===== config.mk =====
export PLATFORM = sky130hd
export DESIGN_NAME = mem_bus_arbiter
export DESIGN_NICKNAME = d
export VERILOG_FILES = /design/src/rtl/mem_bus_arbiter_pkg.sv /design/src/rtl/mem_bus_arbiter.sv
export SDC_FILE = /design/constraint.sdc
export NUM_CORES = 1
export LEC_CHECK = 0
export CAP_MARGIN = 40
export CORE_ASPECT_RATIO = 1.75
export CORE_MARGIN = 2
export CORE_UTILIZATION = 40
export CTS_BUF_LIST = sky130_fd_sc_hd__clkbuf_16
export CTS_CLUSTER_SIZE = 8
export DETAILED_ROUTE_END_ITERATION = 7
export MAX_ROUTING_LAYER = met4
export PLACE_DENSITY = 0.85
export SLEW_MARGIN = 30
export SYNTH_ARGS = -nofsm -noshare
export SYNTH_HDL_FRONTEND = slang
export SYNTH_SLANG_ARGS = --single-unit

===== constraint.sdc =====
create_clock -name clk -period 2.66 [get_ports clk]
set_clock_uncertainty 0.05 [all_clocks]
set_input_delay 0.532 -clock clk [delete_from_list [all_inputs] [get_ports clk]]
set_output_delay 0.532 -clock clk [all_outputs]
set_load 0.005 [all_outputs]

===== src/rtl/mem_bus_arbiter_pkg.sv =====
// ============================================================================
// Package : cpu_defs
// Shared definitions for the memory bus arbiter (line size, FSM states, ids).
// Revision: 1.0 - initial release
// ============================================================================
`default_nettype none

package cpu_defs;

    localparam int LINE_WORDS = 4;

    localparam logic REQ_ICACHE = 1'b0;
    localparam logic REQ_DCACHE = 1'b1;

    typedef enum logic [2:0] {
        ST_IDLE    = 3'd0,
        ST_RD_ADDR = 3'd1,
        ST_RD_DATA = 3'd2,
        ST_WR_DATA = 3'd3,
        ST_WR_RESP = 3'd4
    } mem_arb_state_t;

    // Bursts start on a line boundary; single words on a word boundary.
    function automatic logic [31:0] align_addr(input logic [31:0] addr,
                                               input logic        burst,
                                               input int          line_words);
        logic [31:0] w_mask;
        w_mask = burst ? (32'(line_words) * 32'd4 - 32'd1) : 32'd3;
        return addr & ~w_mask;
    endfunction

endpackage

`default_nettype wire


===== src/rtl/mem_bus_arbiter.sv =====
// ============================================================================
// Module  : mem_bus_arbiter
// Fixed-priority arbiter sharing one memory bus between icache/dcache reads
// and dcache writes; one transaction in flight, write line buffered inside.
// Revision: 1.0 - initial release
// ============================================================================
`default_nettype none

module mem_bus_arbiter #(
    parameter int LINE_WORDS = cpu_defs::LINE_WORDS
) (
    input  logic                       clk,
    input  logic                       rst_n,
    input  logic [1:0]                 rd_req,
    input  logic [1:0][31:0]           rd_addr,
    input  logic [1:0]                 rd_burst,
    output logic [1:0]                 rd_ack,
    output logic [1:0]                 rd_ret_valid,
    output logic [31:0]                ret_data,
    output logic                       ret_last,
    input  logic                       wr_req,
    input  logic [31:0]                wr_addr,
    input  logic                       wr_burst,
    input  logic [3:0]                 wr_strb,
    input  logic [LINE_WORDS*32-1:0]   wr_data,
    output logic                       wr_ack,
    output logic                       mem_valid,
    input  logic                       mem_ready,
    output logic                       mem_we,
    output logic [31:0]                mem_addr,
    output logic [7:0]                 mem_len,
    output logic [3:0]                 mem_strb,
    output logic [31:0]                mem_wdata,
    input  logic                       mem_rvalid,
    input  logic [31:0]                mem_rdata,
    input  logic                       mem_rlast,
    input  logic                       mem_bvalid
);
    import cpu_defs::*;

    localparam int         BEAT_W    = $clog2(LINE_WORDS);
    localparam logic [7:0] BURST_LEN = 8'(LINE_WORDS - 1);

    mem_arb_state_t              r_state;
    logic [31:0]                 r_addr;
    logic [7:0]                  r_len;
    logic [3:0]                  r_strb;
    logic                        r_id;
    logic [LINE_WORDS-1:0][31:0] r_buf;
    logic [BEAT_W-1:0]           r_beat;
    logic [1:0]                  r_ret_valid;
    logic [31:0]                 r_ret_data;
    logic                        r_ret_last;

    logic        w_idle;
    logic        w_wr_win;
    logic        w_dc_win;
    logic        w_ic_win;
    logic        w_rd_id;
    logic        w_last_beat;

    assign w_idle   = (r_state == ST_IDLE);
    assign w_wr_win = w_idle & wr_req;
    assign w_dc_win = w_idle & ~wr_req & rd_req[REQ_DCACHE];
    assign w_ic_win = w_idle & ~wr_req & ~rd_req[REQ_DCACHE] & rd_req[REQ_ICACHE];
    assign w_rd_id  = w_dc_win ? REQ_DCACHE : REQ_ICACHE;

    assign w_last_beat = ({{(8-BEAT_W){1'b0}}, r_beat} == r_len);

    assign wr_ack       = w_wr_win;
    assign rd_ack       = {w_dc_win, w_ic_win};
    assign mem_valid    = (r_state == ST_RD_ADDR) | (r_state == ST_WR_DATA);
    assign mem_we       = (r_state == ST_WR_DATA);
    assign mem_addr     = r_addr;
    assign mem_len      = r_len;
    assign mem_strb     = r_strb;
    assign mem_wdata    = mem_we ? r_buf[r_beat] : 32'd0;
    assign rd_ret_valid = r_ret_valid;
    assign ret_data     = r_ret_data;
    assign ret_last     = r_ret_last;

    always_ff @(posedge clk or negedge rst_n) begin
        if (!rst_n) begin
            r_state     <= ST_IDLE;
            r_addr      <= 32'd0;
            r_len       <= 8'd0;
            r_strb      <= 4'd0;
            r_id        <= 1'b0;
            r_buf       <= '0;
            r_beat      <= '0;
            r_ret_valid <= 2'b00;
            r_ret_data  <= 32'd0;
            r_ret_last  <= 1'b0;
        end else begin
            r_ret_valid <= 2'b00;
            r_ret_last  <= 1'b0;
            case (r_state)
                ST_IDLE: begin
                    if (w_wr_win) begin
                        r_addr  <= align_addr(wr_addr, wr_burst, LINE_WORDS);
                        r_len   <= wr_burst ? BURST_LEN : 8'd0;
                        r_strb  <= wr_burst ? 4'hF : wr_strb;
                        r_buf   <= wr_data;
                        r_beat  <= '0;
                        r_state <= ST_WR_DATA;
                    end else if (w_dc_win | w_ic_win) begin
                        r_id    <= w_rd_id;
                        r_addr  <= align_addr(rd_addr[w_rd_id], rd_burst[w_rd_id], LINE_WORDS);
                        r_len   <= rd_burst[w_rd_id] ? BURST_LEN : 8'd0;
                        r_strb  <= 4'hF;
                        r_state <= ST_RD_ADDR;
                    end
                end
                ST_RD_ADDR: begin
                    if (mem_ready) begin
                        r_state <= ST_RD_DATA;
                    end
                end
                ST_RD_DATA: begin
                    // Return path is registered: beats appear one cycle after the bus.
                    if (mem_rvalid) begin
                        r_ret_valid <= 2'b01 << r_id;
                        r_ret_data  <= mem_rdata;
                        r_ret_last  <= mem_rlast;
                        if (mem_rlast) begin
                            r_state <= ST_IDLE;
                        end
                    end
                end
                ST_WR_DATA: begin
                    if (mem_ready) begin
                        if (w_last_beat) begin
                            r_beat  <= '0;
                            r_state <= ST_WR_RESP;
                        end else begin
                            r_beat  <= r_beat + 1'b1;
                        end
                    end
                end
                ST_WR_RESP: begin
                    // Holding here until the response keeps later reads ordered behind the write.
                    if (mem_bvalid) begin
                        r_state <= ST_IDLE;
                    end
                end
                default: r_state <= ST_IDLE;
            endcase
        end
    end

endmodule

`default_nettype wire


======== After elaboration in Yosys (flattened, before gate mapping) ========
Cells that the tools add are included.
storage, ports and cells
  logic and storage cells ................. 89
  bits in registers ....................... 213
  input bits .............................. 272
  output and inout port bits .............. 116
cells by class
  $add $sub $neg .......................... 1
  reductions and logical operators ........ 9
  $lt $le $gt $ge ......................... 2
  mux-type cells .......................... 36
  equality and inequality tests ........... 13
  shifts and indexed selects .............. 1
  bitwise operators ....................... 14
operator list
  cell                                                        count
  two-way mux 32 bit                                          6
  bitwise AND 32 bit                                          2
  binary-select mux 32 bit (select 2 bit)                     1
  inverter 4 -> 32 bit                                        2
  two-way mux 3 bit                                           8
  two-way mux 4 bit                                           5
  two-way mux 8 bit                                           2
  case mux 3 bit (5 select lines)                             1
  two-way mux 2 bit                                           7
  inequality test 2 bit, second input constant                6
  equality test 2 x 8 -> 1 bit                                1
  AND reduction 7 bit                                         1
  equality test 3 x 2 -> 1 bit, second input constant         2
  AND reduction 2 bit                                         3
  AND reduction 3 bit                                         2
  bitwise AND 1 bit                                           5
  two-way mux 1 bit                                           5
  case mux 2 bit (2 select lines)                             1
  nonzero test 2 bit                                          2
  equality test 3 x 1 -> 1 bit, second input constant         1
  equality test 3 bit, second input constant                  1
  zero test 3 bit                                             1
  less-than comparator 2 x 3 -> 1 bit, second input constant  1
  inequality test 3 x 2 -> 1 bit, second input constant       1
  other kinds (6)                                             9

======== Logic depth before layout (Yosys ltp) ========
  word-level depth ........................ 11
  gate-level depth with buffers ........... 8
  gate-level depth less buffers ........... 6

======== Least setup slack after synthesis ========
Ideal clock, no wire load.
  kind .................................... register to output
  from .................................... reg r_beat[0]
  to ...................................... out mem_wdata[10]
  slack ................................... 0.501 ns
  buffers on the path ..................... 2
  required time ........................... 2.078 ns
  stages on the path, launching flop included .. 5
  data arrival time ....................... 1.577 ns
  cells stage by stage .................... dfrtp_1 > buf_2 > buf_2 > mux4_2 > and2_1
on the way
  longest elaborated chain between the ends .. 3
ends and longest elaborated chain
  element                                   line                    text
  from (decl)                               mem_bus_arbiter.sv:50   logic [BEAT_W-1:0] r_beat;
  from (signal assigned)                    mem_bus_arbiter.sv:136  r_beat <= r_beat + 1'b1;
  binary-select mux 32 bit (select 2 bit)   mem_bus_arbiter.sv:77   assign mem_wdata = mem_we ? r_buf[r_beat] : 32'd0;
  two-way mux 32 bit (not written as such)  mem_bus_arbiter.sv:77
  two-way mux 32 bit                        mem_bus_arbiter.sv:77
  to (decl)                                 mem_bus_arbiter.sv:33   output logic [31:0] mem_wdata,
Every way passes these cells. The select of a mux whose other input is x is not followed.

======== Worst setup path after layout ========
  from .................................... reg r_beat[0]
  to ...................................... out mem_wdata[23]
The elaborated chain is that of the path after synthesis.

==> summary.md <==
| Metric | Value |
|---|---|
| Area growth syn-to-layout | 55.4% |
| CTS clk-pin slew, worst paths | 60 ps |
| Yosys reg bits | 204 |
| Share of layout cells above drive strength 1 | 0.161 |
| Main synth FF type | dfrtp_1 |
| Iteration-0 DRC Markers | 429 |
| PortBufs | 373 |
| Pins Over Slew Limit | 0 |
| Worst skew pair latency | 540 ps |
| Final Setup Violations | 5 |
| # fillers | 1822 |
| Hold crit path type | flop to flop |
| Initial antenna violation count | 1 |
| # H-tree levels | 1 |
| DRC errors left | 0 |
| FF-to-FF End | r_buf[93] |
| Nets | roughly 1600 |
| Die W | 120 um |
| RSZ-0062 raised after global routing | true |
| R2R depth | 7 |
| Hold Vio Cnt, Final | 0 |
| Clock sink count | 204 |
| Worst Path Required | 2080 ps |
| Placed Area | 0.0134 mm^2 |
| # rows | 74 |
| Tcrit/Tclk final | 1.02 |
| Outcome | finished, violations left |
| Synthesis Warnings | 0 |
| DPL Wire Length | 20600 um |
| Worst EP arrival | 2130 ps |
| Min Tclk post-route | around 2700 ps |
| Synth unique cells | 39 |
| Critical R2R Launch | r_state[2] |
| IO Pins | 388 |
| Routed vias/inst | roughly 5.1 |
| Total track usage | 0.250 |
| Commonest non-fill, non-tap cell in the layout | nand2_1 |
| Max Root-Sink Buffers | 3 |
| Hold endpoint | rd_ret_valid[0] |
| Setup WS post-layout | -55.8 ps |
| Post-Place Cells | 1575 |
| Post-Synthesis Cells | approximately 940 |
| Vias in the first global route | between 9000 and 10000 |
| Wire length per cell | 18.6 um |
| Die Ht | 207 um |
| RePlAce Congestion | roughly 0.87 |
| Worst slew pin tran | a little under 700 ps |
| Critical path capture point type | output port |
| Max_cap viols | 0 |
| Total die area | roughly 0.025 mm^2 |
| Async SR Flop Fraction | 1.00 |
| Setup TNS | -190 ps |
| Core Area | around 0.023 mm^2 |
| Most frequent cells in the layout | nand2_1 (417), clkdlybuf4s50_1 (337), dfrtp_1 (201) |
| CTS tree | done |
| Drt total wl | 30400 um |
| Setup CP Type | flop to output port |
| VDD IR max | 0.000780 V |
| Hold path cells | 1 |
| Max-slew headroom | 0.549 |
| Startpoint Class | flop |
| Root Buffer Master | clkbuf_16 |
| Design area | 0.0146 mm^2 |
| Failing checks | setup timing |
| Initial Util | 0.404 |
| Worst Hold Launch | r_id |
| TritonCTS buffer count | 29 |
| R2r setup slk | 540 ps |
| Power per cell area | 1060 mW/mm^2 |
| Largest fanout on the critical path | 6 |
| FMAX | around 370 MHz |
| Mapped Area | ~0.0094 mm^2 |
| Sequential-to-total area share from yosys stat | 0.544 |
| Remaining global-route overflow | 0 |
| Global-route wire length before repair | 47000 um |
| Mean cell area of the mapped netlist | 10.0 um^2 |
| Lkg Pwr | 6.64 nW |
| Pin count of the biggest net entering global routing | 97 |
| Overall power | 15.5 mW |
| Worst setup path start | r_beat[0] |
| Final non-filler cell total | about 1600 |
| Post-synth EDFFs | 0 |
| Router iterations before antenna repair | 5 |
| Vias | around 8400 |
| Post-DRT Antenna Nets | 0 |
| Fin Hold WS | 404 ps |
synthesized netlist by cell type (2+ instances only):
cell type,instances,area share
nor4_1,2,0.0013
buf_6,11,0.013
o22a_1,4,0.0037
o211ai_1,3,0.0024
nand3_1,3,0.0016
a21oi_1,32,0.017
buf_2,29,0.015
nand3b_1,4,0.0032
a31oi_1,28,0.019
buf_4,13,0.010
and2_1,35,0.023
dfrtp_1,204,0.54
mux4_2,32,0.077
or4b_1,2,0.0021
o221ai_1,29,0.027
a221o_1,3,0.0032
inv_1,4,0.0016
clkbuf_1,27,0.011
or4bb_1,2,0.0024
a21o_1,2,0.0016
mux2_2,32,0.038
nand2_1,418,0.17
or3_1,2,0.0013
o21ai_0,2,0.0011
state kept, by name, indices dropped and copies added, names as in the netlist:
signal        cells
r_id              1
mem_addr         30
r_beat            2
ret_data         32
r_state           3
mem_strb          4
r_buf           128
mem_len           1
ret_last          1
rd_ret_valid      2
what timing repair did:
action | 4_1_cts | 5_1_grt
pin swaps | 25 | 10
gates resized for setup | 148 | 34
cloned | 4 | 0
buffers inserted | 23 | 3
endpoints found under the hold margin | 24 | 0
hold buffers | 1 | 0
endpoints found under the setup margin | 36 | 32
how the worst max path moves through the flow:
| stage | to | cells past startpoint |
|---|---|---|
| 4_1_cts | mem_wdata[9] | 6 |
| 5_1_grt | mem_wdata[23] | 7 |
| 3_5_place_dp | wr_ack | 4 |
| 3_3_place_gp | wr_ack | 4 |
| 6_report | mem_wdata[23] | 7 |
| 2_1_floorplan | mem_wdata[10] | 4 |
worst max-delay path: stages, from the launching register on:
cell and delay [ps]:
dfrtp_2 410, buf_12 150, buf_16 130, buf_6 110, buf_6 110, mux4_2 420, and2_4 150, buf_6 110
routing by layer:
layer	global-route usage	share of wire	up-vias
met5	-	0	-
met3	0.0357	0.056	77
li1	-	-	3897
met2	0.469	0.56	382
met1	0.258	0.34	4068
met4	0.110	0.043	0
metrics by stage:
stage | utilization | worst slack [ps]
after CTS | 0.627 | -158
after floorplan | - | 501
after detailed placement | 0.578 | -137
final | 0.628 | -55.8
after global placement | 0.578 | -127
after global routing | 0.627 | -115
kinds of logic after synthesis:
| family | after synthesis | synth area share |
|---|---|---|
| simple gates | 476 | 0.208 |
| compound gates | 107 | 0.0781 |
| other cells | 1 | 0.000400 |
| flops | 204 | 0.544 |
| mux | 64 | 0.115 |
| buf+inv | 86 | 0.0540 |
where the power goes:
group | leakage [nW] | internal [mW] | total, mW | switching [mW]
logic | 3.77 | 3.89 | 6.78 | 2.89
clock network | 0.387 | 2.00 | 3.28 | 1.28
registers | 2.48 | 4.57 | 5.40 | 0.827
area by class of cell:
class | instances | area, um^2 | area share
diodes | 4 | 10.0 | 0.000686
multi-input cells | 655 | 3890 | 0.267
repair buffers | 431 | 4390 | 0.301
clock inverters | 4 | 46.3 | 0.00317
inverters | 5 | 28.8 | 0.00197
well taps | 304 | 380 | 0.0261
clock buffers | 29 | 726 | 0.0498
flip-flops and latches | 204 | 5110 | 0.350
(Power assumes the default switching activity.)
